==> config.mk <==
export PLATFORM = sky130hd
export DESIGN_NAME = dump_timer_mc_flat
export DESIGN_NICKNAME = d
export VERILOG_FILES = /design/src/rtl/dump_timer_pkg.sv /design/src/rtl/dump_timer_mc_if.sv /design/src/rtl/dump_timer_chan.sv /design/src/rtl/dump_timer_mc.sv /design/src/flat_wrapper.sv
export SDC_FILE = /design/constraint.sdc
export NUM_CORES = 1
export LEC_CHECK = 0
export BUFFER_PORTS_ARGS = -buffer_cell sky130_fd_sc_hd__clkbuf_2
export CAP_MARGIN = 10
export CORE_UTILIZATION = 45
export DETAILED_ROUTE_END_ITERATION = 10
export PLACE_DENSITY = 0.82
export SYNTH_ARGS = -nofsm -noshare
export SYNTH_HDL_FRONTEND = slang
export SYNTH_SLANG_ARGS = --single-unit
==> constraint.sdc <==
create_clock -name clk_sys -period 2.8 [get_ports clk_sys]
set_input_delay 0.42 -clock clk_sys [delete_from_list [all_inputs] [get_ports clk_sys]]
set_output_delay 0.42 -clock clk_sys [all_outputs]
set_load 0.01 [all_outputs]
==> src/rtl/dump_timer_pkg.sv <==
// Shared constants for the multi-channel dump timer.
// Optional snapshot feature: define DUMP_TIMER_SNAPSHOT_EN.
package dump_timer_pkg;

  localparam int unsigned NCH_MAX   = 16;
  localparam int unsigned WIDTH_MAX = 32;

  localparam logic MODE_ONESHOT  = 1'b0;
  localparam logic MODE_PERIODIC = 1'b1;

endpackage

==> src/rtl/dump_timer_mc_if.sv <==
// Sequencer-side bus of the multi-channel dump timer.
// Optional snapshot feature: define DUMP_TIMER_SNAPSHOT_EN (signals exist in both builds).
interface dump_timer_mc_if #(
  parameter int unsigned NCH   = 4,
  parameter int unsigned WIDTH = 12
);

  logic                   state_start;
  logic [NCH-1:0]         timer_start;
  logic [NCH*WIDTH-1:0]   tc;
  logic [NCH-1:0]         mode;
  logic [NCH*WIDTH-1:0]   count;
  logic [NCH-1:0]         done;
  logic [NCH-1:0]         expired;
  logic [NCH*WIDTH-1:0]   snap;
  logic [NCH-1:0]         snap_vld;

  modport master (
    output state_start, timer_start, tc, mode,
    input  count, done, expired, snap, snap_vld
  );

  modport slave (
    input  state_start, timer_start, tc, mode,
    output count, done, expired, snap, snap_vld
  );

endinterface

==> src/rtl/dump_timer_chan.sv <==
// One dump-timer channel: counter, terminal compare, done/expired flags.
// Optional snapshot of the elapsed count on falling enable: define DUMP_TIMER_SNAPSHOT_EN.
module dump_timer_chan
  import dump_timer_pkg::*;
#(
  parameter int unsigned WIDTH = 12
) (
  input  logic             i_clk,
  input  logic             i_rst,
  input  logic             i_en,
  input  logic [WIDTH-1:0] i_tc,
  input  logic             i_mode,
  output logic [WIDTH-1:0] o_count,
  output logic             o_done,
  output logic             o_expired,
  output logic [WIDTH-1:0] o_snap,
  output logic             o_snap_vld
);

  logic [WIDTH-1:0] r_count;
  logic             r_done;
  logic             r_expired;

  // Count while enabled; terminal test is >= so a lowered tc ends the run at once
  always_ff @(posedge i_clk) begin
    if (i_rst) begin
      r_count   <= '0;
      r_done    <= 1'b0;
      r_expired <= 1'b0;
    end else if (!i_en) begin
      r_count   <= '0;
      r_done    <= 1'b0;
      r_expired <= 1'b0;
    end else if (r_count < i_tc) begin
      r_count <= r_count + WIDTH'(1);
      r_done  <= 1'b0;
    end else if (i_mode == MODE_PERIODIC) begin
      r_count   <= '0;
      r_done    <= 1'b1;
      r_expired <= 1'b1;
    end else begin
      r_done    <= ~r_expired;
      r_expired <= 1'b1;
    end
  end

  assign o_count   = r_count;
  assign o_done    = r_done;
  assign o_expired = r_expired;

`ifdef DUMP_TIMER_SNAPSHOT_EN
  logic             r_en_d;
  logic [WIDTH-1:0] r_snap;
  logic             r_snap_vld;

  // Capture the pre-clear count on the falling edge of the enable
  always_ff @(posedge i_clk) begin
    if (i_rst) begin
      r_en_d     <= 1'b0;
      r_snap     <= '0;
      r_snap_vld <= 1'b0;
    end else begin
      r_en_d     <= i_en;
      r_snap_vld <= r_en_d & ~i_en;
      if (r_en_d && !i_en) begin
        r_snap <= r_count;
      end
    end
  end

  assign o_snap     = r_snap;
  assign o_snap_vld = r_snap_vld;
`else
  assign o_snap     = '0;
  assign o_snap_vld = 1'b0;
`endif

endmodule

==> src/rtl/dump_timer_mc.sv <==
// Multi-channel dump timer: NCH independent channels gated by a global start.
// Optional snapshot feature: define DUMP_TIMER_SNAPSHOT_EN.
module dump_timer_mc
  import dump_timer_pkg::*;
#(
  parameter int unsigned NCH   = 4,
  parameter int unsigned WIDTH = 12
) (
  input  logic           clk_sys,
  input  logic           rst,
  dump_timer_mc_if.slave bus
);

  logic [NCH-1:0]       w_en;
  logic [NCH*WIDTH-1:0] w_count;
  logic [NCH-1:0]       w_done;
  logic [NCH-1:0]       w_expired;
  logic [NCH*WIDTH-1:0] w_snap;
  logic [NCH-1:0]       w_snap_vld;

  assign w_en = {NCH{bus.state_start}} & bus.timer_start;

  // One channel instance per timer, packed WIDTH bits per channel
  for (genvar g = 0; g < int'(NCH); g++) begin : g_chan
    dump_timer_chan #(
      .WIDTH (WIDTH)
    ) u_chan (
      .i_clk      (clk_sys),
      .i_rst      (rst),
      .i_en       (w_en[g]),
      .i_tc       (bus.tc[g*WIDTH +: WIDTH]),
      .i_mode     (bus.mode[g]),
      .o_count    (w_count[g*WIDTH +: WIDTH]),
      .o_done     (w_done[g]),
      .o_expired  (w_expired[g]),
      .o_snap     (w_snap[g*WIDTH +: WIDTH]),
      .o_snap_vld (w_snap_vld[g])
    );
  end

  assign bus.count    = w_count;
  assign bus.done     = w_done;
  assign bus.expired  = w_expired;
  assign bus.snap     = w_snap;
  assign bus.snap_vld = w_snap_vld;

endmodule

==> src/flat_wrapper.sv <==
// flat-port wrapper written by rule: the top's interface ports become plain ports
module dump_timer_mc_flat import dump_timer_pkg::*;
#(
  parameter int unsigned NCH   = 4,
  parameter int unsigned WIDTH = 12
)
  (clk_sys, rst, bus_state_start, bus_timer_start, bus_tc, bus_mode, bus_count, bus_done, bus_expired, bus_snap, bus_snap_vld);
  dump_timer_mc_if #(.NCH(NCH), .WIDTH(WIDTH)) bus_i ();
  input  logic clk_sys;
  input  logic rst;
  input wire logic [$bits(bus_i.state_start)-1:0] bus_state_start;
  input wire logic [$bits(bus_i.timer_start)-1:0] bus_timer_start;
  input wire logic [$bits(bus_i.tc)-1:0] bus_tc;
  input wire logic [$bits(bus_i.mode)-1:0] bus_mode;
  output wire logic [$bits(bus_i.count)-1:0] bus_count;
  output wire logic [$bits(bus_i.done)-1:0] bus_done;
  output wire logic [$bits(bus_i.expired)-1:0] bus_expired;
  output wire logic [$bits(bus_i.snap)-1:0] bus_snap;
  output wire logic [$bits(bus_i.snap_vld)-1:0] bus_snap_vld;
  assign bus_i.state_start = bus_state_start;
  assign bus_i.timer_start = bus_timer_start;
  assign bus_i.tc = bus_tc;
  assign bus_i.mode = bus_mode;
  assign bus_count = bus_i.count;
  assign bus_done = bus_i.done;
  assign bus_expired = bus_i.expired;
  assign bus_snap = bus_i.snap;
  assign bus_snap_vld = bus_i.snap_vld;
  dump_timer_mc #(.NCH(NCH), .WIDTH(WIDTH)) u_core (.clk_sys(clk_sys), .rst(rst), .bus(bus_i));
endmodule
==> metrics.cfg, run 1 <==
[placement]
gp_congestion = 0.830
dpl_cell_area_sq_um = 4790
dp_hpwl_um = 7470
dp_slack_ps = -8.10
port_buffers = 114

[grt]
gr-total-overflow = 0
first_global_vias = 3549
grt_max_degree = 18
grt.total_usage_pct = 18.3
grt_first_pass_wirelength_um = 15300
antenna_found_initial = 0

[synth]
yosysTopAreaCellShare_pct = 25.9
synth-async-reset-ratio_pct = 0
yosysTopAreaCell = dfxtp_1
ys_ff_latch = 56
synth.most_common_cell = buf_4
syn_inst = 518
ys_seq_area_share_pct = 25.9
avgSynthCellArea_sq_um = 8.35
synth_edf_count = 0
syn_area_sq_um = 4320
ys_types = 62
synthTopCellsByArea = dfxtp_1, ha_1, buf_4, inv_1, nand3_1
synthFlopType = dfxtp_1
yosysWarnings = 0
yosys-top-cells-count = buf_4, dfxtp_1, inv_1

[floorplanning]
io_pins = 167
fp.coreArea_sq_um = 9280
die_area_sq_um = 10000
die_h_um = 100
start_util_pct = 46.6
rows = 35
fp.dieW_um = 100

[routing]
final_antenna_net_count = 0
drtIter0Drc = 117
dr.pass1.iters = 4
wl_per_cell_um = 12.2
vias_per_cell = 5.09
vias = 3862
wl_um = 9240
drc = 0

[final_layout]
post-route-util_pct = 52.7
seq_area_sq_um = 1120
multi_input_area_sq_um = 2730
final_area_sq_um = 4890
drive_gt1_share_pct = 25.1
nets = 736
fill_cells = 881
antennaDiodeCount = 0
area_delta_synth_final_pct = 13.2

[min_path]
min_path_type = primary input to register

[sta]
setup_viol = 0
worst_pin_slew_ps = 679
min_period_ps = 2520
finClkSkew_ps = 3.60
timing.slew.headroom_pct = 54.5
rsz0062_at_grt = no
finalHoldViolCount = 0
final_max_slew_viol_count = 0
setup_slack_ps = 284
period_share_pct = 89.9
finalSetupTns_ps = 0
fmax_ghz = 0.397

[power]
p_total_mw = 1.45
p_int_mw = 1.09
sw_frac_of_total_pct = 25.1
clkPwrFrac_pct = 32.7
power_density_nw_per_um2 = 297
vdd_ir_drop_max_v = 0.000247
p_seq_share_pct = 55.5
p_comb_share_pct = 11.8
power_switching_mw = 0.365
power.leakage_nw = 2.71

[clock_tree]
hold_buffers = 0
root_buffer = clkbuf_8
cts_tree = yes
numCtsBuffers = 5
clkTransAtPathRegs_ps = 100
clkLatencyLatePin_ps = 300
ctsResizeCount = 0
clockBufferDepth = 2
postCtsSetupBuffers = 0
htreeDepth = 2
clkSinkCount = 56

[worst_setup_path]
critPathArrivalTime_ps = 2770
slowest_stage = a221oi_1
cp_max_fo = 13
path_cells = ha_1 > a21oi_1 > o21ai_0 > a221oi_1 > nand3_2 > nor4_1 > a21o_1
critical_path_class = register to register
cp-end-kind = register
start_kind = register
slowest_delay_ps = 610
required_ps = 3050

[outcome]
status = finished clean

[run]
maxCapViolations = 0

## cell usage in the layout, fill, tap and decap left out, drive strengths merged, types with 16 or more instances in the layout
master,instances
inv,50
ha,48
o21ai,16
clkbuf,121
dfxtp,56
a21oi,23
conb,52
nand2,33
nand3,30
nor2,37
and3,16
## area by class of cell
type                    instances  area share, %
clock buffers                   7           1.97
inverters                      50           3.84
multi-input cells             398           55.7
flip-flops and latches         56           22.9
well taps                     129           3.30
repair buffers                118           12.3
## layer usage
metal,global-route usage [%],vias up,share of wire (%)
met2,33.9,117,50
met1,21.6,1787,44
met3,3.90,9,5.4
li1,-,1949,-
met4,4.35,0,0.67
met5,0,-,0
## power by group through the flow
stage	Sequential, mW	Combinational, mW	Clock, mW
6_report	0.806	0.171	0.476
5_1_grt	0.807	0.197	0.521
4_1_cts	0.806	0.171	0.494
3_5_place_dp	0.825	0.170	0
3_3_place_gp	0.824	0.162	0
2_1_floorplan	0.825	0.158	0
## state kept, by name, indices dropped and copies added (netlist names)
name / flops
u_core.g_chan.u_chan.o_count: 48
u_core.g_chan.u_chan.o_done: 4
u_core.g_chan.u_chan.o_expired: 4
## cells by family after synthesis
| logic type | Yosys count | synth area share, % |
|---|---|---|
| AOI/OAI and AO/OA | 102 | 18.6 |
| xor gates and xnor gates | 12 | 2.43 |
| adders and majority gates | 48 | 13.9 |
| buffers and inverters | 115 | 15.7 |
| DFF | 56 | 25.9 |
| muxes | 5 | 1.24 |
| other | 1 | 0.0867 |
| and+or+nand+nor | 179 | 22.1 |
## worst max-delay path: cells and delay by family (launching register included)
family,cells,cell delay (ps)
AO/OA/AOI/OAI,4,990
AND/OR/NAND/NOR,2,730
flip-flops,1,460
adder cells (fa/ha/maj),1,290
## per-stage QoR
stage,hold WS (ps),instances
5_1_grt,386,758
4_1_cts,344,758
6_report,362,758
3_3_place_gp,449,751
3_5_place_dp,460,751
2_1_floorplan,427,569
## final timing paths
kind / from / end / slack [ps] / cells after the start
setup reg to reg: u_core.g_chan[1].u_chan.o_count[5] / u_core.g_chan[1].u_chan.o_count[5] / 280 / 7
hold / removal: bus_timer_start[2] / u_core.g_chan[2].u_chan.o_done / 360 / 3
hold reg to reg: u_core.g_chan[2].u_chan.o_expired / u_core.g_chan[2].u_chan.o_done / 470 / 1
setup / recovery: u_core.g_chan[1].u_chan.o_count[5] / u_core.g_chan[1].u_chan.o_count[5] / 280 / 7
Power figures use the tool's default switching activity.
==> run 2, diff against run 1 <==
Settings changed: MAX_ROUTING_LAYER set to met4.
==> run 2 against run 1 <==
Compared with the run above:
- via count up 0.18%
- register-to-register slack about the same
- sequential cell count unchanged
- sequential power barely moved
- non-clock buffer count unchanged
- clock power is essentially flat
- first-iteration DRC count shrank 10%
- setup slack improved by 0.71 ps
- largest power group unchanged
==> metrics.cfg, run 2 (synthesis results as in run 1) <==
[outcome]
status = finished clean

[final_layout]
nets = 736
final_cells = 758
fill_cells = 881
largest_reg_flops = 48
layout_common_cells = clkbuf_2, dfxtp_1, conb_1
antennaDiodeCount = 0
drive_gt1_share_pct = 25.1
layout_commonest_cell = clkbuf_2
area_delta_synth_final_pct = 13.2

[floorplanning]
start_util_pct = 46.6
io_pins = 167
fp.dieW_um = 100
die_area_sq_um = 10000
rows = 35
die_h_um = 100
fp.coreArea_sq_um = 9280

[placement]
dpl.cell_count = 751
dp_hpwl_um = 7470
dp_slack_ps = -8.10
gp_congestion = 0.843
port_buffers = 114

[min_path]
min-delay-start = bus_timer_start[2]
min_path_type = primary input to register
whs_endpoint = u_core.g_chan[2].u_chan.o_done
hold_depth = 3

[clock_tree]
clockBufferDepth = 2
root_buffer = clkbuf_8
clkLatencyLatePin_ps = 300
htreeDepth = 2
clkSinkCount = 56
cts_tree = yes
numCtsBuffers = 5
postCtsSetupBuffers = 0
clkTransAtPathRegs_ps = 100

[run]
maxCapViolations = 0

[worst_setup_path]
critPathBufInv = 0
slowest_delay_ps = 610
r2r_slack_ps = 280
reg2reg_from = u_core.g_chan[1].u_chan.o_count[5]
reg2reg_to = u_core.g_chan[1].u_chan.o_count[5]
slowest_stage = a221oi_1
critical_path_class = register to register
critPathArrivalTime_ps = 2770
rr_worst_depth = 7
required_ps = 3050
cp_max_fo = 13
path_delay_family = compound AO/OA/AOI/OAI gates
path_cells = ha_1 > a21oi_1 > o21ai_0 > a221oi_1 > nand3_2 > nor4_1 > a21o_1
start_kind = register
cp-end-kind = register

[routing]
dr.pass1.iters = 4
top_layer = met4
vias_per_cell = 5.10
drtIter0Drc = 105
final_antenna_net_count = 0
vias = 3869
wl_per_cell_um = 12.2
drc = 0
wl_um = 9270
wl_met3_um = 454
wl_met2_um = 4620
met1_length_um = 4140

[grt]
antenna_found_initial = 0
grt.total_usage_pct = 18.9
first_global_vias = 3550
grt_first_pass_wirelength_um = 15300
gr-total-overflow = 0
grt_max_degree = 18

[sta]
finClkSkew_ps = 3.75
setup_viol = 0
rsz0062_at_grt = no
period_share_pct = 89.8
final_max_slew_viol_count = 0
fmax_ghz = 0.398
setup_slack_ps = 285
finalHoldViolCount = 0
min_period_ps = 2520
timing.slew.headroom_pct = 54.8
worst_pin_slew_ps = 674
hold_slack_ps = 358

[power]
power_density_nw_per_um2 = 297
power.leakage_nw = 2.71
vdd_ir_drop_max_v = 0.000247

==> run 2: cell counts in the layout (fill, tap and decap cells not counted) <==
Identical to the previous run, type by type.
==> run 2: worst max path at each step <==
stage,from,to,depth (start not counted)
after floorplan,bus_tc[33],u_core.g_chan[2].u_chan.o_count[2],8
after global placement,bus_tc[46],u_core.g_chan[3].u_chan.o_count[0],8
after detailed placement,bus_tc[46],u_core.g_chan[3].u_chan.o_count[0],8
after CTS,u_core.g_chan[3].u_chan.o_count[10],u_core.g_chan[3].u_chan.o_count[0],6
after global routing,u_core.g_chan[1].u_chan.o_count[5],u_core.g_chan[1].u_chan.o_count[5],7
final,u_core.g_chan[1].u_chan.o_count[5],u_core.g_chan[1].u_chan.o_count[5],7
==> run 2: area by class of cell <==
class | instances | area, sq um | area share, %
clock buffer | 7 | 96.3 | 1.97
timing repair buffer | 118 | 601 | 12.3
tap | 129 | 161 | 3.30
sequential | 56 | 1120 | 22.9
inverter | 50 | 188 | 3.84
multi-input combinational | 398 | 2730 | 55.7
==> run 2: worst reg2reg max path, stage by stage, from the launching register on <==
cell and delay (ps):
dfxtp_1 460, ha_1 290, a21oi_1 150, o21ai_0 120
a221oi_1 610, nand3_2 370, nor4_1 370, a21o_1 110
==> run 2: metrics by stage <==
stage | total power [mW] | utilization, % | setup TNS, ps | area [sq um]
floorplan | 0.983 | - | 0 | 4510
global placement | 0.986 | 51.6 | 0 | 4790
detailed placement | 0.995 | 51.6 | -8.10 | 4790
CTS | 1.47 | 52.6 | 0 | 4880
global route | 1.52 | 52.7 | 0 | 4890
finish | 1.45 | 52.7 | 0 | 4890
==> run 2: what timing repair did <==
action | in CTS | in global routing
setup endpoints to repair | 0 | 10
resized for setup | 0 | 2
hold buffers | 0 | 0
==> run 2: per-layer routing <==
metal / global-route usage (%) / vias to the layer above
met5: - / -
met4: 4.35 / 0
met3: 3.55 / 12
met2: 33.9 / 122
met1: 21.7 / 1787
li1: - / 1948
==> run 2: where the power goes <==
| group | switching, mW | internal [mW] | total (mW) |
|---|---|---|---|
| Combinational | 0.104 | 0.0670 | 0.171 |
| Clock | 0.257 | 0.221 | 0.478 |
| Sequential | 0.00620 | 0.800 | 0.806 |
